[config.mk]
export PLATFORM = sky130hd
export DESIGN_NAME = vga_sprite_renderer_flat
export DESIGN_NICKNAME = d
export VERILOG_FILES = /design/src/rtl/vga_sprite_renderer_if.sv /design/src/rtl/vga_sprite_renderer.sv /design/src/flat_wrapper.sv
export SDC_FILE = /design/constraint.sdc
export NUM_CORES = 1
export LEC_CHECK = 0
export ABC_CLOCK_PERIOD_IN_PS = 5270
export BUFFER_PORTS_ARGS = -buffer_cell sky130_fd_sc_hd__buf_2
export CORE_MARGIN = 1.5
export CORE_UTILIZATION = 60
export DETAILED_ROUTE_END_ITERATION = 10
export GPL_ROUTABILITY_DRIVEN = 0
export HOLD_SLACK_MARGIN = 0.02
export PLACE_DENSITY = 0.82
export SYNTH_ARGS = -nofsm -noshare
export SYNTH_HDL_FRONTEND = slang
export SYNTH_SLANG_ARGS = --single-unit
[constraint.sdc]
create_clock -name clk -period 5.27 [get_ports clk]
set_input_delay 0.7905 -clock clk [delete_from_list [all_inputs] [get_ports clk]]
set_output_delay 0.7905 -clock clk [all_outputs]
set_load 0.05 [all_outputs]
[src/rtl/vga_sprite_renderer_if.sv]
// Bundles the per-frame geometry, pixel coordinate and colour/collision outputs.
// The renderer takes the slave side; the pixel-timing source takes the master side.
interface vga_sprite_renderer_if #(
    parameter int NUM_OBS = 4
);
    logic                   frame_start;
    logic [9:0]             player_x;
    logic [9:0]             player_height;
    logic [10*NUM_OBS-1:0]  obs_x;
    logic [10*NUM_OBS-1:0]  obs_y;
    logic [10*NUM_OBS-1:0]  obs_w;
    logic [10*NUM_OBS-1:0]  obs_h;
    logic [NUM_OBS-1:0]     obs_en;
    logic [9:0]             x;
    logic [9:0]             y;
    logic                   active_pixels;
    logic [7:0]             VGA_R;
    logic [7:0]             VGA_G;
    logic [7:0]             VGA_B;
    logic                   collision;
    logic                   collision_valid;

    modport master (
        output frame_start, player_x, player_height,
        output obs_x, obs_y, obs_w, obs_h, obs_en,
        output x, y, active_pixels,
        input  VGA_R, VGA_G, VGA_B, collision, collision_valid
    );

    modport slave (
        input  frame_start, player_x, player_height,
        input  obs_x, obs_y, obs_w, obs_h, obs_en,
        input  x, y, active_pixels,
        output VGA_R, VGA_G, VGA_B, collision, collision_valid
    );
endinterface

[src/rtl/vga_sprite_renderer.sv]
// Two-stage sprite renderer: one player box plus NUM_OBS rectangular obstacles,
// geometry latched once per frame, with per-frame player/obstacle overlap report.
module vga_sprite_renderer #(
    parameter int          NUM_OBS     = 4,
    parameter int          BOX_WIDTH   = 30,
    parameter int          BOX_Y_START = 315,
    parameter logic [23:0] C_PLAYER    = 24'h0000FF,
    parameter logic [23:0] C_OBS       = 24'hFF0000,
    parameter logic [23:0] C_BG        = 24'hFFFFFF
) (
    input  logic                  clk,
    input  logic                  rst_n,
    vga_sprite_renderer_if.slave  bus
);

    // Geometry comparisons run at 11 bits so that right/bottom edges past 1023 clip.
    localparam logic [10:0] BOX_W11 = 11'(BOX_WIDTH);
    localparam logic [10:0] BOX_Y11 = 11'(BOX_Y_START);

    // Half-open span test: start <= pos < start + len, with the sum kept at 11 bits.
    function automatic logic in_span(input logic [9:0] pos, input logic [9:0] start,
                                     input logic [10:0] len);
        logic [10:0] end_v;
        end_v = {1'b0, start} + len;
        return ({1'b0, pos} >= {1'b0, start}) && ({1'b0, pos} < end_v);
    endfunction

    // Per-frame shadow copies of the geometry
    logic [9:0]            px_q;
    logic [9:0]            ph_q;
    logic [10*NUM_OBS-1:0] ox_q;
    logic [10*NUM_OBS-1:0] oy_q;
    logic [10*NUM_OBS-1:0] ow_q;
    logic [10*NUM_OBS-1:0] oh_q;
    logic [NUM_OBS-1:0]    en_q;

    // Stage 1 / stage 2 pipeline and collision state
    logic                  player_hit_s;
    logic [NUM_OBS-1:0]    obs_hit_s;
    logic [10:0]           top_s;
    logic                  player_hit_q;
    logic [NUM_OBS-1:0]    obs_hit_q;
    logic                  act_q;
    logic [23:0]           rgb_d;
    logic [23:0]           rgb_q;
    logic                  overlap_s;
    logic                  hit_frame_q;
    logic                  collision_q;
    logic                  collision_valid_q;

    // Latch all geometry on frame_start so mid-frame input changes are invisible
    always_ff @(posedge clk or negedge rst_n) begin
        if (!rst_n) begin
            px_q <= 10'd0;
            ph_q <= 10'd0;
            ox_q <= '0;
            oy_q <= '0;
            ow_q <= '0;
            oh_q <= '0;
            en_q <= '0;
        end else if (bus.frame_start) begin
            px_q <= bus.player_x;
            ph_q <= bus.player_height;
            ox_q <= bus.obs_x;
            oy_q <= bus.obs_y;
            ow_q <= bus.obs_w;
            oh_q <= bus.obs_h;
            en_q <= bus.obs_en;
        end else begin
            px_q <= px_q;
            ph_q <= ph_q;
            ox_q <= ox_q;
            oy_q <= oy_q;
            ow_q <= ow_q;
            oh_q <= oh_q;
            en_q <= en_q;
        end
    end

    // Player hit: box hangs upward from BOX_Y_START; a tall box clamps its top at row 0
    always_comb begin
        top_s        = 11'd0;
        player_hit_s = 1'b0;
        if ({1'b0, ph_q} > BOX_Y11) begin
            top_s = 11'd0;
        end else begin
            top_s = BOX_Y11 - {1'b0, ph_q} + 11'd1;
        end
        if (ph_q == 10'd0) begin
            player_hit_s = 1'b0;
        end else begin
            player_hit_s = in_span(bus.x, px_q, BOX_W11)
                         && ({1'b0, bus.y} >= top_s)
                         && ({1'b0, bus.y} <= BOX_Y11);
        end
    end

    // Obstacle hits: zero width or height naturally yields an empty span
    always_comb begin
        obs_hit_s = '0;
        for (int i = 0; i < NUM_OBS; i++) begin
            obs_hit_s[i] = en_q[i]
                && in_span(bus.x, ox_q[10*i +: 10], {1'b0, ow_q[10*i +: 10]})
                && in_span(bus.y, oy_q[10*i +: 10], {1'b0, oh_q[10*i +: 10]});
        end
    end

    // Stage 1: register hit flags alongside the delayed visible-area flag
    always_ff @(posedge clk or negedge rst_n) begin
        if (!rst_n) begin
            player_hit_q <= 1'b0;
            obs_hit_q    <= '0;
            act_q        <= 1'b0;
        end else begin
            player_hit_q <= player_hit_s;
            obs_hit_q    <= obs_hit_s;
            act_q        <= bus.active_pixels;
        end
    end

    // Colour select: blanking forces black, obstacles win over the player
    always_comb begin
        rgb_d = 24'h000000;
        if (!act_q) begin
            rgb_d = 24'h000000;
        end else if (|obs_hit_q) begin
            rgb_d = C_OBS;
        end else if (player_hit_q) begin
            rgb_d = C_PLAYER;
        end else begin
            rgb_d = C_BG;
        end
    end

    // Stage 2: registered pixel colour
    always_ff @(posedge clk or negedge rst_n) begin
        if (!rst_n) begin
            rgb_q <= 24'h000000;
        end else begin
            rgb_q <= rgb_d;
        end
    end

    assign overlap_s = player_hit_q & (|obs_hit_q) & act_q;

    // Sticky per-frame overlap; on frame_start report it and restart, a same-cycle overlap seeds the new frame
    always_ff @(posedge clk or negedge rst_n) begin
        if (!rst_n) begin
            hit_frame_q       <= 1'b0;
            collision_q       <= 1'b0;
            collision_valid_q <= 1'b0;
        end else if (bus.frame_start) begin
            collision_q       <= hit_frame_q;
            collision_valid_q <= 1'b1;
            hit_frame_q       <= overlap_s;
        end else begin
            collision_q       <= collision_q;
            collision_valid_q <= 1'b0;
            hit_frame_q       <= hit_frame_q | overlap_s;
        end
    end

    assign bus.VGA_R           = rgb_q[23:16];
    assign bus.VGA_G           = rgb_q[15:8];
    assign bus.VGA_B           = rgb_q[7:0];
    assign bus.collision       = collision_q;
    assign bus.collision_valid = collision_valid_q;

endmodule

[src/flat_wrapper.sv]
// flat-port wrapper written by rule: the top's interface ports become plain ports
module vga_sprite_renderer_flat 
#(
    parameter int          NUM_OBS     = 4,
    parameter int          BOX_WIDTH   = 30,
    parameter int          BOX_Y_START = 315,
    parameter logic [23:0] C_PLAYER    = 24'h0000FF,
    parameter logic [23:0] C_OBS       = 24'hFF0000,
    parameter logic [23:0] C_BG        = 24'hFFFFFF
)
  (clk, rst_n, bus_frame_start, bus_player_x, bus_player_height, bus_obs_x, bus_obs_y, bus_obs_w, bus_obs_h, bus_obs_en, bus_x, bus_y, bus_active_pixels, bus_VGA_R, bus_VGA_G, bus_VGA_B, bus_collision, bus_collision_valid);
  vga_sprite_renderer_if #(.NUM_OBS(NUM_OBS)) bus_i ();
  input  logic clk;
  input  logic rst_n;
  input wire logic [$bits(bus_i.frame_start)-1:0] bus_frame_start;
  input wire logic [$bits(bus_i.player_x)-1:0] bus_player_x;
  input wire logic [$bits(bus_i.player_height)-1:0] bus_player_height;
  input wire logic [$bits(bus_i.obs_x)-1:0] bus_obs_x;
  input wire logic [$bits(bus_i.obs_y)-1:0] bus_obs_y;
  input wire logic [$bits(bus_i.obs_w)-1:0] bus_obs_w;
  input wire logic [$bits(bus_i.obs_h)-1:0] bus_obs_h;
  input wire logic [$bits(bus_i.obs_en)-1:0] bus_obs_en;
  input wire logic [$bits(bus_i.x)-1:0] bus_x;
  input wire logic [$bits(bus_i.y)-1:0] bus_y;
  input wire logic [$bits(bus_i.active_pixels)-1:0] bus_active_pixels;
  output wire logic [$bits(bus_i.VGA_R)-1:0] bus_VGA_R;
  output wire logic [$bits(bus_i.VGA_G)-1:0] bus_VGA_G;
  output wire logic [$bits(bus_i.VGA_B)-1:0] bus_VGA_B;
  output wire logic [$bits(bus_i.collision)-1:0] bus_collision;
  output wire logic [$bits(bus_i.collision_valid)-1:0] bus_collision_valid;
  assign bus_i.frame_start = bus_frame_start;
  assign bus_i.player_x = bus_player_x;
  assign bus_i.player_height = bus_player_height;
  assign bus_i.obs_x = bus_obs_x;
  assign bus_i.obs_y = bus_obs_y;
  assign bus_i.obs_w = bus_obs_w;
  assign bus_i.obs_h = bus_obs_h;
  assign bus_i.obs_en = bus_obs_en;
  assign bus_i.x = bus_x;
  assign bus_i.y = bus_y;
  assign bus_i.active_pixels = bus_active_pixels;
  assign bus_VGA_R = bus_i.VGA_R;
  assign bus_VGA_G = bus_i.VGA_G;
  assign bus_VGA_B = bus_i.VGA_B;
  assign bus_collision = bus_i.collision;
  assign bus_collision_valid = bus_i.collision_valid;
  vga_sprite_renderer #(.NUM_OBS(NUM_OBS), .BOX_WIDTH(BOX_WIDTH), .BOX_Y_START(BOX_Y_START), .C_PLAYER(C_PLAYER), .C_OBS(C_OBS), .C_BG(C_BG)) u_core (.clk(clk), .rst_n(rst_n), .bus(bus_i));
endmodule
==> summary.md, run 1 <==
| Metric | Value |
|---|---|
| Top_reg_cell synth | `dfrtp_1` |
| Fraction of layout instances using a drive strength above 1 | `0.2356` |
| Setup crit start kind | `register` |
| Post-cts sizing count | `0` |
| Core ar. | `0.02347 sq mm` |
| Clk root buf | `clkbuf_16` |
| Syn nets | `1,917` |
| Num rows | `56` |
| Setup Skew | `13.41 ps` |
| Maximum vdd drop | `0.0001908 V` |
| Filler cells | `1,790` |
| Internal power | `0.003276 W` |
| Endpoint type of the worst setup path | `register` |
| Min Tclk post-route | `3509 ps` |
| Initial core utilization | `0.6110` |
| Total power | `0.005086 W` |
| Combinational Power Share | `0.368` |
| FF+latch count, synth | `196` |
| Max-cap violations | `0` |
| GRT Util Overall | `0.2876` |
| Outcome | `completed` |
| Die area | `0.02484 sq mm` |
| Die W | `157.6 microns` |
| Post-DR vias/cell | `5.771` |
| Fin nets | `2,121` |
| Post-Synthesis Cells | `1,438` |
| Hold buffers post-CTS | `0` |
| Clock-pin slew on the worst setup and hold paths | `70 ps` |
| IO Port Bufs | `233` |
| Mapped Area | `0.01434 sq mm` |
| Final setup viols | `0` |
| Fin Setup TNS | `0 ps` |
| Crit path max fanout | `3` |
| H-tree depth | `4` |
| Layout Utilization | `0.6971` |
| Min-Delay Path Class | `in2async` |
| Slew Limit Fails | `0` |
| Data arrival, critical path | `3810 ps` |
| Seq/Total Area, Yosys | `0.3420` |
| Worst relative slew slack | `0.3545` |
| Initial antenna violation count | `10` |
| Sink Count | `196` |
| Yosys cell types | `53` |
| WL final | `34.78 mm` |
| Final hold slack | `440.2 ps` |
| Detail Placement HPWL | `26.02 mm` |
| Final Hold Viols | `0` |
| Switching Fraction | `0.3559` |
| Die height | `157.6 microns` |
| CTS tree | `built` |
| Vias in the first global route | `11.75k` |
| EDFF count, synth | `0` |
| Cell area power density | `310.9 mW/mm^2` |
| Clock power frac | `0.287` |
| Worst Path Required | `5570 ps` |
| Total I/O pin count | `234` |
| YS warnings | `0` |
| TritonCTS Buffers | `17` |
| Placed insts | `1,942` |
| F_max | `285.0 MHz` |
| Tcrit/Tclk final | `0.6658` |
| First-pass GRT wire length | `56.10 mm` |
| GRT overflow | `0` |
| Net Switching | `0.001810 W` |
| Routed Antenna Nets | `0` |
| Overall via count from detail_route | `11.43k` |
| Detailed Routing Iterations Pass 1 | `6` |
| Worst-Skew Late Latency | `450 ps` |
| Tightest Pin Transition | `968.2 ps` |
| WS Path Type | `reg2reg` |
| Area Overhead vs Synth | `14.08%` |
| Seq pwr share | `0.346` |
| CTS Buffer Depth | `2` |
| Postcts setup bufs | `0` |
| Pin count of the biggest net entering global routing | `133` |
| Syn Area/Cell | `9.974 sq um` |
| Iter 0 DRT Violations | `594` |
| Leak pwr | `8.044 nW` |
| RSZ-0062 raised after global routing | `no` |
| DRC violations left | `0` |
| Routed WL per cell | `17.57 microns` |
| Ys async rst share | `1.000` |
| Final std cells w/o fill | `1,980` |
worst max-delay path: stages, from the launching register on:
cell and delay [ps]:
dfrtp_1 400, ha_1 220, fa_1 450, a211oi_2 210
nor2_1 80, or4_1 390, a31oi_1 310, xnor2_1 120
ha_1 270, o21ai_0 70, a21oi_1 120, o21ai_0 130
a221oi_2 460, nor4b_1 120
placed cells by master (no fill, tap or decap), types with 4 or more instances in the layout:
cell type | Yosys | layout
a211o_1 | 5 | 5
a31oi_1 | 7 | 7
nor2b_1 | 17 | 17
ha_1 | 263 | 263
buf_2 | 0 | 231
clkinvlp_4 | 0 | 4
inv_1 | 104 | 104
a21oi_1 | 68 | 68
or3_1 | 5 | 5
o21a_1 | 25 | 25
nor3_1 | 27 | 27
xor2_1 | 43 | 43
o211ai_1 | 8 | 8
clkbuf_16 | 0 | 17
dfrtp_1 | 196 | 196
xnor2_1 | 29 | 29
o41ai_1 | 4 | 4
bufinv_16 | 0 | 4
nand2_1 | 121 | 121
a21o_1 | 22 | 22
nor2_1 | 43 | 43
a21oi_2 | 8 | 8
or2_2 | 5 | 5
or4_1 | 5 | 5
nor4_1 | 8 | 8
fa_1 | 8 | 8
diode_2 | 0 | 6
mux2_2 | 102 | 102
a211oi_1 | 10 | 10
a21boi_0 | 6 | 6
o21ai_0 | 155 | 155
o21ai_1 | 4 | 4
nand4_1 | 9 | 9
nand2b_1 | 26 | 26
a2111oi_0 | 9 | 9
nand3_1 | 8 | 8
synthesized netlist by cell type, drive strengths merged (4+ instances only):
cell	instances	area share
ha	263	0.23
dfrtp	196	0.34
o21ai	159	0.055
nand2	121	0.032
inv	104	0.027
mux2	102	0.080
a21oi	76	0.029
nor2	43	0.011
xor2	43	0.026
xnor2	29	0.018
buf	27	0.013
nor3	27	0.0094
nand2b	26	0.011
o21a	25	0.013
clkbuf	24	0.0063
a21o	22	0.012
nor2b	17	0.0074
a211oi	11	0.0061
a2111oi	9	0.0055
nand4	9	0.0039
fa	8	0.011
nand3	8	0.0028
nor4	8	0.0035
o211ai	8	0.0042
or4	8	0.0050
a21boi	7	0.0037
a31oi	7	0.0031
a211o	5	0.0031
a311oi	5	0.0039
or2	5	0.0022
or3	5	0.0022
o41ai	4	0.0024
cells by family after synthesis:
family	count (synthesis)	synth area share
flip-flops	196	0.3420
AO/OA/AOI/OAI	360	0.1545
XOR/XNOR	72	0.04397
multiplexers	102	0.08008
AND/OR/NAND/NOR	281	0.09256
adder cells (fa/ha/maj)	271	0.2406
other	1	0.0002615
buffers and inverters	155	0.04606
registers in the layout (all words and copies together), names as in the netlist, 3 cells and up:
name and flops:
u_core.en_q 4, u_core.obs_hit_q 4, u_core.oh_q 40, u_core.ow_q 40, u_core.ox_q 40, u_core.oy_q 40
u_core.ph_q 10, u_core.px_q 10, u_core.rgb_q 3
power groups by stage:
stage | logic (W) | registers [W] | clock network (W)
floorplan | 0.00138 | 0.00177 | 0
global placement | 0.00173 | 0.00178 | 0
detailed placement | 0.00184 | 0.00178 | 0
CTS | 0.00187 | 0.00176 | 0.00147
global route | 0.00210 | 0.00178 | 0.00153
finish | 0.00187 | 0.00176 | 0.00146
routing by layer:
layer,track usage,share of wire
met1,0.3431,0.42
met2,0.4957,0.48
met3,0.07063,0.065
met4,0.1195,0.033
met5,0,0.0017
worst paths after layout:
path,cells past startpoint,start,end,slack (ps)
worst max-delay path,13,u_core.ox_q[10],u_core.obs_hit_q[1],1760
worst min-delay path,1,rst_n,u_core.oh_q[10],440
worst max register to register,13,u_core.ox_q[10],u_core.obs_hit_q[1],1760
worst min register to register,1,u_core.player_hit_q,u_core.rgb_q[15],500
max in group asynchronous,2,rst_n,u_core.ow_q[3],3870
min in group clk,1,bus_active_pixels,u_core.act_q,460
cell type report:
| cell class | count | area, sq um | share of cell area |
|---|---|---|---|
| timing repair buffer | 236 | 1231 | 0.07525 |
| inverter | 104 | 390.4 | 0.02386 |
| clock inverter | 15 | 219.0 | 0.01338 |
| sequential | 196 | 4905 | 0.2998 |
| multi-input combinational | 1087 | 8777 | 0.5364 |
| clock buffer | 17 | 425.4 | 0.02600 |
| tap | 319 | 399.1 | 0.02439 |
| antenna | 6 | 15.01 | 0.0009176 |
through the flow:
step           instance area [sq um]  setup WS [ps]
2_1_floorplan                  14340           2095
3_3_place_gp                   15700           1930
3_5_place_dp                   15700           1835
4_1_cts                        16350           1789
5_1_grt                        16350           1543
6_report                       16360           1761
No activity file was read; power rests on OpenSTA's default activity.
==> run 2: changes to the inputs <==
- ABC_CLOCK_PERIOD_IN_PS: 5270 -> 3300
- CORE_UTILIZATION: 60 -> 58
- PLACE_DENSITY: 0.82 -> 0.8
- clock period: 5.27 -> 3.3 ns (I/O delays scaled with it)
==> run 2 against run 1 <==
Fmax is 7.1% higher; clock power increased by 64%; clock-buffer cell count rose by 4; non-clock buffer count increased by 24; register-to-register slack worse by 1700 ps; global-route usage shrank 1.0 points; final area rose by 2.6%; first-iteration DRC count grew 3.4%; critical path type unchanged; critical endpoint is now u_core.obs_hit_q[0]; largest cell class unchanged.
==> summary.md, run 2 (synthesized netlist as in run 1, its figures left out) <==
| Metric | Value |
|---|---|
| Outcome | `completed` |
| R2R setup slack | `20 ps (-1740 ps)` |
| Clk root buf | `clkbuf_16` |
| Maximum vdd drop | `0.0002921 V (+53%)` |
| WS Path Type | `reg2reg` |
| Data arrival, critical path | `3600 ps (-210 ps)` |
| Min Tclk post-route | `3276 ps (-232.6 ps)` |
| IO Port Bufs | `233 (unchanged)` |
| Fin nets | `2,145 (+1.1%)` |
| CTS Buffer Depth | `2 (unchanged)` |
| Setup crit start kind | `register` |
| Crit path max fanout | `2 (-1)` |
| GRT overflow | `0 (unchanged)` |
| Post-DR vias/cell | `5.818 (+0.81%)` |
| Overall via count from detail_route | `11.66k (+2.0%)` |
| Final Hold Viols | `0 (unchanged)` |
| Routed Antenna Nets | `0 (unchanged)` |
| Detail Placement HPWL | `26.14 mm (+0.50%)` |
| Net Switching | `0.002967 W (+64%)` |
| Reg-to-Reg Start | `u_core.oh_q[1]` |
| GRT Util Overall | `0.2772 (-0.01041)` |
| Worst-Skew Late Latency | `450 ps (about the same)` |
| Pin count of the biggest net entering global routing | `91 (-32%)` |
| Area Overhead vs Synth | `17.10%` |
| Switching Fraction | `0.3516 (-0.004326)` |
| Worst Path Required | `3620 ps (-1950 ps)` |
| Die W | `160.3 microns (+1.7%)` |
| F_max | `305.2 MHz (+7.1%)` |
| Hold buffers post-CTS | `0 (unchanged)` |
| Reg2Reg Depth | `13 (unchanged)` |
| Reg2reg end | `u_core.obs_hit_q[0]` |
| Initial core utilization | `0.5898 (-0.02128)` |
| Combinational Power Share | `0.383 (+0.015)` |
| Max-cap violations | `0 (unchanged)` |
| DRC violations left | `0 (unchanged)` |
| Endpoint type of the worst setup path | `register` |
| Final setup viols | `0 (unchanged)` |
| Clock-pin slew on the worst setup and hold paths | `80 ps (about the same)` |
| First-pass GRT wire length | `56.84 mm (+1.3%)` |
| Vias in the first global route | `11.72k (-0.30%)` |
| TritonCTS Buffers | `17 (unchanged)` |
| Die area | `0.02568 sq mm (+3.4%)` |
| Num rows | `57 (+1.8%)` |
| Internal power | `0.005472 W (+67%)` |
| Core ar. | `0.02432 sq mm (+3.6%)` |
| Setup Skew | `13.60 ps (+0.1844 ps)` |
| Iter 0 DRT Violations | `614 (+3.4%)` |
| Cell area after placement | `0.01581 sq mm (+0.68%)` |
| Worst relative slew slack | `0.5548 (+0.2002)` |
| CTS tree | `built` |
| Cell area power density | `502.5 mW/mm^2 (+62%)` |
| Initial antenna violation count | `3 (-7)` |
| Tightest Pin Transition | `660.8 ps (-307.4 ps)` |
| Die height | `160.3 microns (+1.7%)` |
| Leak pwr | `8.230 nW (+2.3%)` |
| Min-Delay Path Class | `in2async` |
| Final instance area | `0.01679 sq mm (+2.6%)` |
| Total I/O pin count | `234 (unchanged)` |
| Slew Limit Fails | `0 (unchanged)` |
| Routed WL per cell | `17.93 microns (+2.1%)` |
| RSZ-0062 raised after global routing | `yes` |
| H-tree depth | `4 (unchanged)` |
| Fin Setup TNS | `0 ps (unchanged)` |
| Detailed Routing Iterations Pass 1 | `6 (unchanged)` |
| Fraction of layout instances using a drive strength above 1 | `0.2710 (+0.03535)` |
| Filler cells | `1,857 (+3.7%)` |
| Tcrit/Tclk final | `0.9927 (+0.3270)` |
| Sink Count | `196 (unchanged)` |
| Seq pwr share | `0.332 (-0.014)` |
| WL final | `35.93 mm (+3.3%)` |
| Most frequent cells in the layout | `ha_1, buf_2, dfrtp_1` |
| Most common cell after layout, fill and taps aside | `ha_1` |
| Clock power frac | `0.285 (-0.002)` |
-- run 2: layout make-up --
type	count	area, sq um	area share
Antenna cell	1	2.502	0.0001490
Clock buffer	21	470.5	0.02801
Clock inverter	11	193.9	0.01155
Inverter	104	390.4	0.02324
Multi-Input combinational cell	1087	8991	0.5353
Sequential cell	196	4905	0.2920
Tap cell	324	405.4	0.02414
Timing Repair Buffer	260	1436	0.08552
-- run 2: worst max-delay path by stage --
stage	from	to	slack, ps
floorplan	u_core.ow_q[1]	u_core.obs_hit_q[0]	130
global placement	u_core.ow_q[1]	u_core.obs_hit_q[0]	4
detailed placement	u_core.ow_q[1]	u_core.obs_hit_q[0]	-90
CTS	u_core.oh_q[1]	u_core.obs_hit_q[0]	-10
global route	u_core.oy_q[0]	u_core.obs_hit_q[0]	-110
finish	u_core.oh_q[1]	u_core.obs_hit_q[0]	20
-- run 2: repair_timing --
action,in CTS,in global routing
gates resized for setup,10,47
endpoints found under the setup margin,3,4
pin swaps,4,40
buffers inserted,2,12
-- run 2: through the flow --
stage | utilization | std cells | setup slack [ps] | power, W | hold slack [ps]
CTS | 0.6794 | 1991 | -12.17 | 0.008249 | 102.2
floorplan | - | 1438 | 125.1 | 0.005025 | 199.4
global route | 0.6905 | 2003 | -114.8 | 0.008959 | 122.1
global placement | 0.6500 | 1957 | 3.562 | 0.005635 | 485.9
finish | 0.6906 | 2004 | 23.95 | 0.008439 | 81.94
detailed placement | 0.6500 | 1957 | -90.70 | 0.005795 | 494.4
-- run 2: layer usage --
metal	routed length [microns]	vias up	track usage
met1	14840	5596	0.3337
met4	1105	2	0.1032
met5	13	-	0
met3	2086	95	0.05688
li1	-	5597	-
met2	17880	369	0.4881
-- run 2: power groups by stage --
stage / sequential, W / clock, W / combinational [W]
3_5_place_dp: 0.00285 / 0 / 0.00294
3_3_place_gp: 0.00284 / 0 / 0.00280
2_1_floorplan: 0.00282 / 0 / 0.00220
5_1_grt: 0.00283 / 0.00252 / 0.00360
6_report: 0.00280 / 0.00240 / 0.00323
4_1_cts: 0.00280 / 0.00243 / 0.00301
-- run 2: worst max-delay path, stage by stage (launching register included) --
cell and delay (ps):
dfrtp_1 390, ha_1 300, a21o_1 200, a21oi_4 180, o21ai_2 90, or4_4 420, a41o_1 240, a21oi_2 150
xor2_1 90, ha_1 200, a2111o_1 410, a21oi_2 120, a311oi_1 80, a2111oi_1 280
